===== src/rtl/crack_scheduler_if.sv =====
// Bus bundle between the key-search scheduler, its crack engines and the
// shared ciphertext memory.
//
// Handshakes:
//  - en/rdy: a start request is taken on the rising edge at which en & rdy
//    are both high; en while rdy is low has no effect. The requester does
//    not need to hold en after that edge.
//  - eng_ct_req/eng_ct_gnt: an engine raises req with a stable addr and
//    keeps both unchanged until the cycle in which gnt is high. The read
//    completes with eng_ct_rvalid high one cycle after the grant.
interface crack_scheduler_if #(
  parameter int NUM_ENGINES = 2,
  parameter int KEY_W       = 24
);
  logic                         en;
  logic                         rdy;
  logic [KEY_W-1:0]             key;
  logic                         key_valid;
  logic                         done;
  logic [NUM_ENGINES-1:0]       eng_rst_n;
  logic [NUM_ENGINES-1:0]       eng_en;
  logic [NUM_ENGINES-1:0]       eng_rdy;
  logic [NUM_ENGINES-1:0]       eng_key_valid;
  logic [NUM_ENGINES-1:0]       eng_exhausted;
  logic [NUM_ENGINES*KEY_W-1:0] eng_key;
  logic [NUM_ENGINES-1:0]       eng_ct_req;
  logic [NUM_ENGINES*8-1:0]     eng_ct_addr;
  logic [NUM_ENGINES-1:0]       eng_ct_gnt;
  logic [NUM_ENGINES-1:0]       eng_ct_rvalid;
  logic [7:0]                   eng_ct_rddata;
  logic [7:0]                   ct_addr;
  logic [7:0]                   ct_rddata;

  // Scheduler side
  modport slave (
    input  en, eng_rdy, eng_key_valid, eng_exhausted, eng_key,
           eng_ct_req, eng_ct_addr, ct_rddata,
    output rdy, key, key_valid, done, eng_rst_n, eng_en,
           eng_ct_gnt, eng_ct_rvalid, eng_ct_rddata, ct_addr
  );

  // Host, engines and memory side
  modport master (
    output en, eng_rdy, eng_key_valid, eng_exhausted, eng_key,
           eng_ct_req, eng_ct_addr, ct_rddata,
    input  rdy, key, key_valid, done, eng_rst_n, eng_en,
           eng_ct_gnt, eng_ct_rvalid, eng_ct_rddata, ct_addr
  );
endinterface


===== src/rtl/crack_scheduler.sv =====
// Parallel ARC4 key-search controller: sequences the engines through reset,
// start and run, round-robin arbitrates the shared ciphertext read port and
// latches the key of the lowest-index engine that reports a hit.
module crack_scheduler #(
  parameter int NUM_ENGINES = 2,
  parameter int KEY_W       = 24
) (
  input  logic                 clk,
  input  logic                 rst,
  crack_scheduler_if.slave     bus,
  output logic [2:0]           dbg_state
);

  localparam int PTR_W = (NUM_ENGINES > 1) ? $clog2(NUM_ENGINES) : 1;

  typedef enum logic [2:0] {
    S_IDLE, S_RELEASE, S_WAIT_RDY, S_START, S_RUN, S_DONE
  } state_e;

  state_e                 state_q, state_d;
  logic [KEY_W-1:0]       key_q, key_d;
  logic                   key_valid_q, key_valid_d;
  logic                   done_q, done_d;
  logic [PTR_W-1:0]       ptr_q, ptr_d;
  logic [7:0]             ct_addr_q, ct_addr_d;
  logic [NUM_ENGINES-1:0] rvalid_q, rvalid_d;
  logic [NUM_ENGINES-1:0] gnt;
  logic                   arb_en;
  logic                   win_found;
  logic [KEY_W-1:0]       win_key;

  // Lowest-index engine reporting a valid key wins.
  always_comb begin
    win_found = 1'b0;
    win_key   = '0;
    for (int i = NUM_ENGINES - 1; i >= 0; i--) begin
      if (bus.eng_key_valid[i]) begin
        win_found = 1'b1;
        win_key   = bus.eng_key[i*KEY_W +: KEY_W];
      end
    end
  end

  // Next state and result registers; a hit outranks exhaustion and arbitration.
  always_comb begin
    state_d     = state_q;
    key_d       = key_q;
    key_valid_d = key_valid_q;
    done_d      = done_q;
    arb_en      = 1'b0;
    case (state_q)
      S_IDLE, S_DONE: begin
        if (bus.en) begin
          state_d     = S_RELEASE;
          key_d       = '0;
          key_valid_d = 1'b0;
          done_d      = 1'b0;
        end
      end
      S_RELEASE:  state_d = S_WAIT_RDY;
      S_WAIT_RDY: if (&bus.eng_rdy) state_d = S_START;
      S_START:    state_d = S_RUN;
      S_RUN: begin
        if (win_found) begin
          state_d     = S_DONE;
          key_d       = win_key;
          key_valid_d = 1'b1;
          done_d      = 1'b1;
        end else if (&bus.eng_exhausted) begin
          state_d     = S_DONE;
          key_d       = '0;
          key_valid_d = 1'b0;
          done_d      = 1'b1;
        end else begin
          arb_en = 1'b1;
        end
      end
      default: state_d = S_IDLE;
    endcase
  end

  // Round-robin grant: scan from the pointer, first requester wins.
  always_comb begin
    int idx;
    logic found;
    idx       = 0;
    found     = 1'b0;
    gnt       = '0;
    ptr_d     = ptr_q;
    ct_addr_d = ct_addr_q;
    if (arb_en) begin
      for (int k = 0; k < NUM_ENGINES; k++) begin
        idx = (int'(ptr_q) + k) % NUM_ENGINES;
        if (!found && bus.eng_ct_req[idx]) begin
          found     = 1'b1;
          gnt[idx]  = 1'b1;
          ct_addr_d = bus.eng_ct_addr[idx*8 +: 8];
          ptr_d     = PTR_W'((idx + 1) % NUM_ENGINES);
        end
      end
    end
    rvalid_d = gnt;
  end

  // State, result, pointer and read-pipeline registers.
  always_ff @(posedge clk) begin
    if (rst) begin
      state_q     <= S_IDLE;
      key_q       <= '0;
      key_valid_q <= 1'b0;
      done_q      <= 1'b0;
      ptr_q       <= '0;
      ct_addr_q   <= '0;
      rvalid_q    <= '0;
    end else begin
      state_q     <= state_d;
      key_q       <= key_d;
      key_valid_q <= key_valid_d;
      done_q      <= done_d;
      ptr_q       <= ptr_d;
      ct_addr_q   <= ct_addr_d;
      rvalid_q    <= rvalid_d;
    end
  end

  assign bus.rdy           = (state_q == S_IDLE) || (state_q == S_DONE);
  assign bus.key           = key_q;
  assign bus.key_valid     = key_valid_q;
  assign bus.done          = done_q;
  assign bus.eng_rst_n     = (state_q inside {S_RELEASE, S_WAIT_RDY, S_START, S_RUN})
                             ? '1 : '0;
  assign bus.eng_en        = (state_q == S_START) ? '1 : '0;
  assign bus.eng_ct_gnt    = gnt;
  assign bus.eng_ct_rvalid = rvalid_q;
  assign bus.eng_ct_rddata = bus.ct_rddata;
  assign bus.ct_addr       = ct_addr_d;
  assign dbg_state         = state_q;

endmodule


===== src/flat_wrapper.sv =====
// flat-port wrapper written by rule: the top's interface ports become plain ports
module crack_scheduler_flat 
#(
  parameter int NUM_ENGINES = 2,
  parameter int KEY_W       = 24
)
  (clk, rst, dbg_state, bus_en, bus_eng_rdy, bus_eng_key_valid, bus_eng_exhausted, bus_eng_key, bus_eng_ct_req, bus_eng_ct_addr, bus_ct_rddata, bus_rdy, bus_key, bus_key_valid, bus_done, bus_eng_rst_n, bus_eng_en, bus_eng_ct_gnt, bus_eng_ct_rvalid, bus_eng_ct_rddata, bus_ct_addr);
  crack_scheduler_if #(.NUM_ENGINES(NUM_ENGINES), .KEY_W(KEY_W)) bus_i ();
  input  logic clk;
  input  logic rst;
  output logic [2:0] dbg_state;
  input wire logic [$bits(bus_i.en)-1:0] bus_en;
  input wire logic [$bits(bus_i.eng_rdy)-1:0] bus_eng_rdy;
  input wire logic [$bits(bus_i.eng_key_valid)-1:0] bus_eng_key_valid;
  input wire logic [$bits(bus_i.eng_exhausted)-1:0] bus_eng_exhausted;
  input wire logic [$bits(bus_i.eng_key)-1:0] bus_eng_key;
  input wire logic [$bits(bus_i.eng_ct_req)-1:0] bus_eng_ct_req;
  input wire logic [$bits(bus_i.eng_ct_addr)-1:0] bus_eng_ct_addr;
  input wire logic [$bits(bus_i.ct_rddata)-1:0] bus_ct_rddata;
  output wire logic [$bits(bus_i.rdy)-1:0] bus_rdy;
  output wire logic [$bits(bus_i.key)-1:0] bus_key;
  output wire logic [$bits(bus_i.key_valid)-1:0] bus_key_valid;
  output wire logic [$bits(bus_i.done)-1:0] bus_done;
  output wire logic [$bits(bus_i.eng_rst_n)-1:0] bus_eng_rst_n;
  output wire logic [$bits(bus_i.eng_en)-1:0] bus_eng_en;
  output wire logic [$bits(bus_i.eng_ct_gnt)-1:0] bus_eng_ct_gnt;
  output wire logic [$bits(bus_i.eng_ct_rvalid)-1:0] bus_eng_ct_rvalid;
  output wire logic [$bits(bus_i.eng_ct_rddata)-1:0] bus_eng_ct_rddata;
  output wire logic [$bits(bus_i.ct_addr)-1:0] bus_ct_addr;
  assign bus_i.en = bus_en;
  assign bus_i.eng_rdy = bus_eng_rdy;
  assign bus_i.eng_key_valid = bus_eng_key_valid;
  assign bus_i.eng_exhausted = bus_eng_exhausted;
  assign bus_i.eng_key = bus_eng_key;
  assign bus_i.eng_ct_req = bus_eng_ct_req;
  assign bus_i.eng_ct_addr = bus_eng_ct_addr;
  assign bus_i.ct_rddata = bus_ct_rddata;
  assign bus_rdy = bus_i.rdy;
  assign bus_key = bus_i.key;
  assign bus_key_valid = bus_i.key_valid;
  assign bus_done = bus_i.done;
  assign bus_eng_rst_n = bus_i.eng_rst_n;
  assign bus_eng_en = bus_i.eng_en;
  assign bus_eng_ct_gnt = bus_i.eng_ct_gnt;
  assign bus_eng_ct_rvalid = bus_i.eng_ct_rvalid;
  assign bus_eng_ct_rddata = bus_i.eng_ct_rddata;
  assign bus_ct_addr = bus_i.ct_addr;
  crack_scheduler #(.NUM_ENGINES(NUM_ENGINES), .KEY_W(KEY_W)) u_core (.clk(clk), .rst(rst), .bus(bus_i), .dbg_state(dbg_state));
endmodule

===== config.mk =====
export PLATFORM = sky130hd
export DESIGN_NAME = crack_scheduler_flat
export DESIGN_NICKNAME = d
export VERILOG_FILES = /design/src/rtl/crack_scheduler_if.sv /design/src/rtl/crack_scheduler.sv /design/src/flat_wrapper.sv
export SDC_FILE = /design/constraint.sdc
export NUM_CORES = 1
export LEC_CHECK = 0
export ABC_AREA = 1
export CORE_MARGIN = 2
export CORE_UTILIZATION = 35
export CTS_BUF_LIST = sky130_fd_sc_hd__clkbuf_8
export DETAILED_ROUTE_END_ITERATION = 10
export GPL_ROUTABILITY_DRIVEN = 1
export MAX_ROUTING_LAYER = met4
export PLACE_DENSITY = 0.79
export SLEW_MARGIN = 30
export SYNTH_ARGS = -nofsm -noshare
export SYNTH_HDL_FRONTEND = slang
export SYNTH_SLANG_ARGS = --single-unit
export TNS_END_PERCENT = 20

===== constraint.sdc =====
create_clock -name clk -period 1.65 [get_ports clk]
set_input_delay 0.165 -clock clk [delete_from_list [all_inputs] [get_ports clk]]
set_output_delay 0.165 -clock clk [all_outputs]
set_load 0.01 [all_outputs]

==> results.yml, run 1 <==
run_status:
  outcome: "finished, final reports clean"
sta:
  slew_headroom_pct: 66.85
  maxSlewViolCount: 0
  fin_hold_ws_ns: 0.3300
  rsz0062_at_grt: "true"
  fmax_ghz: 0.6071
  period_share_pct: 99.83
  worst_slew_pin_slew_ns: 0.4965
  period_needed_ns: 1.647
  hold_viol: 0
  setup-violations-final: 0
  fin_skew_ns: 0.005189
drt:
  final_antenna_net_count: 0
  via_per_inst: 4.675
  wl_um: 8231
  firstDrtPassIters: 4
  drtIter0Drc: 140
  vias: 3146
  wl_per_cell_um: 12.23
  drc: 0
final_layout:
  area_delta_synth_final_pct: 60.13
  final_area_um2: 4095
  finalNetCount: 656
  diodes: 0
  layout.cells.non_filler: 673
  drive_gt1_share_pct: 14.29
placement:
  placed_cells: 665
  placed_cell_area_um2: 3989
  dpl.hpwl_um: 6198
  gp_congestion: 0.9645
  io_buffers: 120
worst_setup_path:
  cp_cell_sequence: "nand2_4, inv_1, nor2_1, buf_4, nand3_1, nand2_1, nand2_1, nand2_1, buf_2"
  worstPathRequired_ns: 1.48
  cp_top_family: "simple AND/OR/NAND/NOR gates"
  end_kind: "primary output"
  cpPeakStageDelay_ns: 0.38
  cp.buffers_inverters: 3
  crit_arrival_ns: 1.48
  critical_path.slowest_cell: "dfxtp_4"
  crit_type: "reg -> out"
  critPathMaxFanout: 8
  start_kind: "flip-flop"
  crit_path_frequent_cell: "nand2_1"
clock_network:
  cts_tree: "yes"
  cts_made_buffers: 5
  htreeDepth: 2
  clk_path_buf_depth: 2
  clk_pin_slew_ns: 0.07
  worstSkewPairLatency_ns: 0.28
  clock_sinks: 40
  cts_setup_buffers: 0
  clock-root-buffer: "clkbuf_8"
logic_synthesis:
  synth_fp_nets: 526
  synth_xor_area_share_pct: 0
  async_reset_ff_share_pct: 0
  seq_area_frac_synth_pct: 31.31
  yosys.area_share.adder_pct: 0
  synthMuxAreaShare_pct: 0
  synth_compound_area_share_pct: 7.828
  synth_area_um2: 2557
  yosys_warnings: 0
  synth_top_area_share_pct: 31.31
  synthTopCellsByArea: "dfxtp_1, nand2_1, a21oi_1"
  synth-edff-count: 0
  syn_inst: 443
  synth_common_cells: "nand2_1, nor2_1, dfxtp_1"
  yosysMostFrequentCell: "nand2_1"
  synth_top_family_by_area: "simple AND/OR/NAND/NOR gates"
  synth_ff_type: "dfxtp_1"
  synth.avg_cell_area_um2: 5.773
  synth_cell_types: 20
  synth_top_area_cell: "dfxtp_1"
  ys_ff_latch: 40
  yosys.area_share.simple_pct: 48.34
die:
  dieArea_um2: 8007
  fp.dieW_um: 89.48
  die_h_um: 89.48
  rows: 31
  core-area_um2: 7176
  pin_count: 137
  initial_utilization_pct: 35.64
power_and_ir_drop:
  p_leak_nw: 2.011
  peakVddDrop_mv: 0.5704
  powerDensity_nw_per_um2: 1397
global_route:
  grt_antenna_before_repair: 0
  grt_pass1_vias: 2827
  track_usage_pct: 20.73
  grt_max_degree: 36
  grt_pass1_wl_um: 12520
  grt.overflow.total: 0
min_path:
  hp-class: "in -> out"
run:
  maxCapViolCount: 0
path summary, 6_finish.rpt:
path | start | to | slack, ns | cells after the start
worst max-delay path | u_core.ptr_q | bus_ct_addr[0] | 0.003 | 9
worst min-delay path | bus_ct_rddata[7] | bus_eng_ct_rddata[7] | 0.33 | 0
worst max register to register | u_core.dbg_state[2] | u_core.bus.key[12] | 0.13 | 10
worst min register to register | u_core.ct_addr_q[0] | u_core.ct_addr_q[0] | 0.48 | 2
cell usage in the layout, fill, tap and decap left out, types with 3 or more instances in the layout:
| cell | netlist | final |
|---|---|---|
| buf_4 | 19 | 28 |
| dfxtp_1 | 40 | 37 |
| nand3_2 | 3 | 4 |
| nor2_4 | 2 | 3 |
| buf_2 | 7 | 9 |
| clkbuf_2 | 0 | 4 |
| buf_12 | 0 | 6 |
| clkbuf_8 | 0 | 6 |
| inv_1 | 21 | 21 |
| nor2_1 | 44 | 42 |
| inv_2 | 3 | 4 |
| nand2_2 | 0 | 5 |
| clkdlybuf4s50_1 | 0 | 102 |
| dlygate4sd2_1 | 0 | 5 |
| a21oi_1 | 38 | 38 |
| nand3_1 | 38 | 36 |
| nor2_2 | 2 | 3 |
| nand2_1 | 213 | 206 |
kinds of logic (layout without fill, tap and decap cells):
family / count (synthesis) / count (layout)
flops: 40 / 40
simple gates: 305 / 305
compound gates: 40 / 40
buf+inv: 58 / 189
worst register-to-register path, cell delays in order (launching register included):
cell,delay [ns]
dfxtp_2,0.36
buf_4,0.15
nand2_1,0.09
buf_4,0.14
nand2_1,0.09
inv_1,0.07
nor2_4,0.13
buf_12,0.19
nand3_1,0.10
nand2_1,0.07
nor2_1,0.04
through the flow:
stage / setup slack (ns) / setup TNS [ns] / total power [W] / util [%]
floorplan: 0.2828 / 0 / 0.003503 / -
global placement: -0.4043 / -5.143 / 0.004973 / 55.59
detailed placement: -0.4484 / -6.606 / 0.005064 / 55.59
CTS: -0.07994 / -0.3069 / 0.005739 / 57.14
global route: -0.06900 / -0.4053 / 0.006211 / 57.07
finish: 0.002757 / 0 / 0.005720 / 57.07
what timing repair did:
action / CTS / global route
pin swaps: 1 / 4
hold buffers: 0 / 0
cloned: 0 / 0
resized for setup: 62 / 19
setup endpoints to repair: 15 / 13
registers in the layout, indices dropped and copies added, names as in the netlist:
register,flops
u_core.bus.done,1
u_core.bus.eng_ct_rvalid,2
u_core.ptr_q,1
u_core.dbg_state,3
u_core.ct_addr_q,8
u_core.bus.key_valid,1
u_core.bus.key,24
per-layer routing:
layer | share of wire (%) | routed length (um) | vias to the layer above | GRT usage (%)
li1 | - | - | 1624 | -
met1 | 40 | 3303 | 1372 | 22.80
met2 | 50 | 4094 | 130 | 36.90
met3 | 8.1 | 670 | 20 | 4.801
met4 | 2.0 | 162 | 0 | 6.513
met5 | 0 | 0 | - | -
final cells by class:
cell class / instances / area, um^2
Clock buffer: 6 / 82.58
Clock inverter: 2 / 11.26
Fill cell: 681 / 3080
Inverter: 25 / 96.34
Multi-Input combinational cell: 345 / 1491
Sequential cell: 40 / 807.0
Tap cell: 99 / 123.9
Timing Repair Buffer: 156 / 1483
power breakdown:
part | internal (W) | total, W | switching, W
clock | 0.000334 | 0.000670 | 0.000336
sequential | 0.00132 | 0.00152 | 0.000197
combinational | 0.00171 | 0.00353 | 0.00182
total | 0.00337 | 0.00572 | 0.00235
(Power assumes the default switching activity.)
==> run 2: changes to the inputs <==
Settings changed: CORE_MARGIN 2 to 1.
Clock period 1.65 ns to 2.05 ns, I/O delays scaled along.
==> results.yml, run 2 (synthesis gave the netlist of run 1 again) <==
drt:
  vias: 3038
  drc: 0
  wl_um: 7494
  wl_met3_um: 537
  met2_length_um: 3549
  wl_per_cell_um: 11.35
  drtIter0Drc: 106
  top_layer: "met4"
  final_antenna_net_count: 0
  firstDrtPassIters: 4
  wirelength_met1_um: 3205
  via_per_inst: 4.603
final_layout:
  drive_gt1_share_pct: 9.043
  final_cell_mix: "nand2_1, clkdlybuf4s50_1, nor2_1, nand3_1, a21oi_1"
  layout.cells.non_filler: 660
  finalNetCount: 646
  largest_register_ffs: 24
  final_common_cell: "nand2_1"
  fillers: 664
  postLayoutCoreUtil_pct: 57.66
  area_delta_synth_final_pct: 56.56
  diodes: 0
  final_area_um2: 4004
power_and_ir_drop:
  powerDensity_nw_per_um2: 1118
  p_leak_nw: 1.995
  peakVddDrop_mv: 0.4970
placement:
  placed_cells: 650
  dpl.hpwl_um: 5732
  gp_congestion: 0.9671
  io_buffers: 120
  placed_cell_area_um2: 3857
worst_setup_path:
  crit_type: "in -> out"
  reg2reg_depth: 11
  critPathMaxFanout: 8
  start_kind: "input port"
  worstPathRequired_ns: 1.85
  end_kind: "primary output"
  crit_arrival_ns: 1.74
sta:
  period_share_pct: 94.87
  hold_viol: 0
  setup-violations-final: 0
  rsz0062_at_grt: "false"
  maxSlewViolCount: 0
  period_needed_ns: 1.945
  worst_slew_pin_slew_ns: 0.4654
  fin_hold_ws_ns: 0.4100
  fmax_ghz: 0.5142
  slew_headroom_pct: 68.93
  fin_skew_ns: 0.01058
die:
  rows: 30
  core-area_um2: 6944
  pin_count: 137
  dieArea_um2: 7653
  initial_utilization_pct: 36.83
  die_h_um: 87.48
  fp.dieW_um: 87.48
clock_network:
  htreeDepth: 2
  worstSkewPairLatency_ns: 0.29
  cts_tree: "yes"
  clk_path_buf_depth: 2
  clock_sinks: 40
  hold_buffers: 0
  cts_made_buffers: 5
  clock-root-buffer: "clkbuf_8"
run_status:
  outcome: "finished, final reports clean"
min_path:
  holdPathStages: 0
  hp-class: "in -> out"
global_route:
  grt_max_degree: 38
  grt_antenna_before_repair: 0
  grt_pass1_vias: 2821
  grt.overflow.total: 0
  track_usage_pct: 20.77
  grt_pass1_wl_um: 12060
run:
  maxCapViolCount: 0
==> run 2: changes by cell type in the layout (fill, tap and decap cells not counted), sizes merged, moves of 4 or more <==
cell and delta:
dlymetal6s2s +4, buf -19, dlygate4sd2 +4, clkbuf -5, clkdlybuf4s50 +5
==> run 2: layout make-up <==
| class | count | area, um^2 | share of cell area [%] |
|---|---|---|---|
| clock buffers | 5 | 68.82 | 1.719 |
| clock inverters | 3 | 46.29 | 1.156 |
| inverters | 25 | 93.84 | 2.344 |
| multi-input cells | 345 | 1441 | 36.00 |
| flip-flops and latches | 40 | 805.8 | 20.13 |
| well taps | 96 | 120.1 | 3.000 |
| repair buffers | 146 | 1428 | 35.66 |
==> run 2: routing by layer <==
| layer | vias to the layer above | track usage [%] |
|---|---|---|
| met1 | 1282 | 24.18 |
| met3 | 18 | 3.981 |
| met4 | 0 | 8.644 |
| met5 | - | - |
| met2 | 130 | 34.94 |
| li1 | 1608 | - |
==> run 2: metrics by stage <==
step                power [W]  setup TNS, ns  setup slack (ns)
detailed placement   0.003832        -0.9104           -0.1463
global route         0.004886              0           0.01111
CTS                  0.004510       -0.07287          -0.07287
floorplan            0.002819              0            0.6475
finish               0.004475              0            0.1051
global placement     0.003778        -0.5261          -0.07128
==> run 2: path summary, 6_finish.rpt <==
| check | from | end | slack, ns |
|---|---|---|---|
| min | bus_ct_rddata[1] | bus_eng_ct_rddata[1] | 0.41 |
| max | bus_eng_key_valid[0] | bus_ct_addr[3] | 0.11 |
| min reg2reg | u_core.ct_addr_q[1] | u_core.ct_addr_q[1] | 0.47 |
| max reg2reg | u_core.dbg_state[1] | u_core.bus.key[16] | 0.49 |
==> run 2: timing repair <==
| action | in CTS | in global routing |
|---|---|---|
| setup endpoints to repair | 12 | 6 |
| gates resized for setup | 18 | 4 |
| pin swaps | 2 | 1 |
| buffers inserted | 1 | 1 |
==> run 2: worst max-delay path, cell delays in order <==
cell and delay, ns:
clkdlybuf4s50_1 0.46, nor2_4 0.12, nand2_1 0.08, nor2_2 0.17
o21ai_1 0.10, buf_4 0.17, nand2_1 0.08, nand2_1 0.06
dlygate4sd2_1 0.28
==> run 2: power by group <==
part	internal, W	switching (W)
registers	0.00107	0.000171
logic	0.00124	0.00134
clock network	0.000367	0.000287
total	0.00267	0.00180
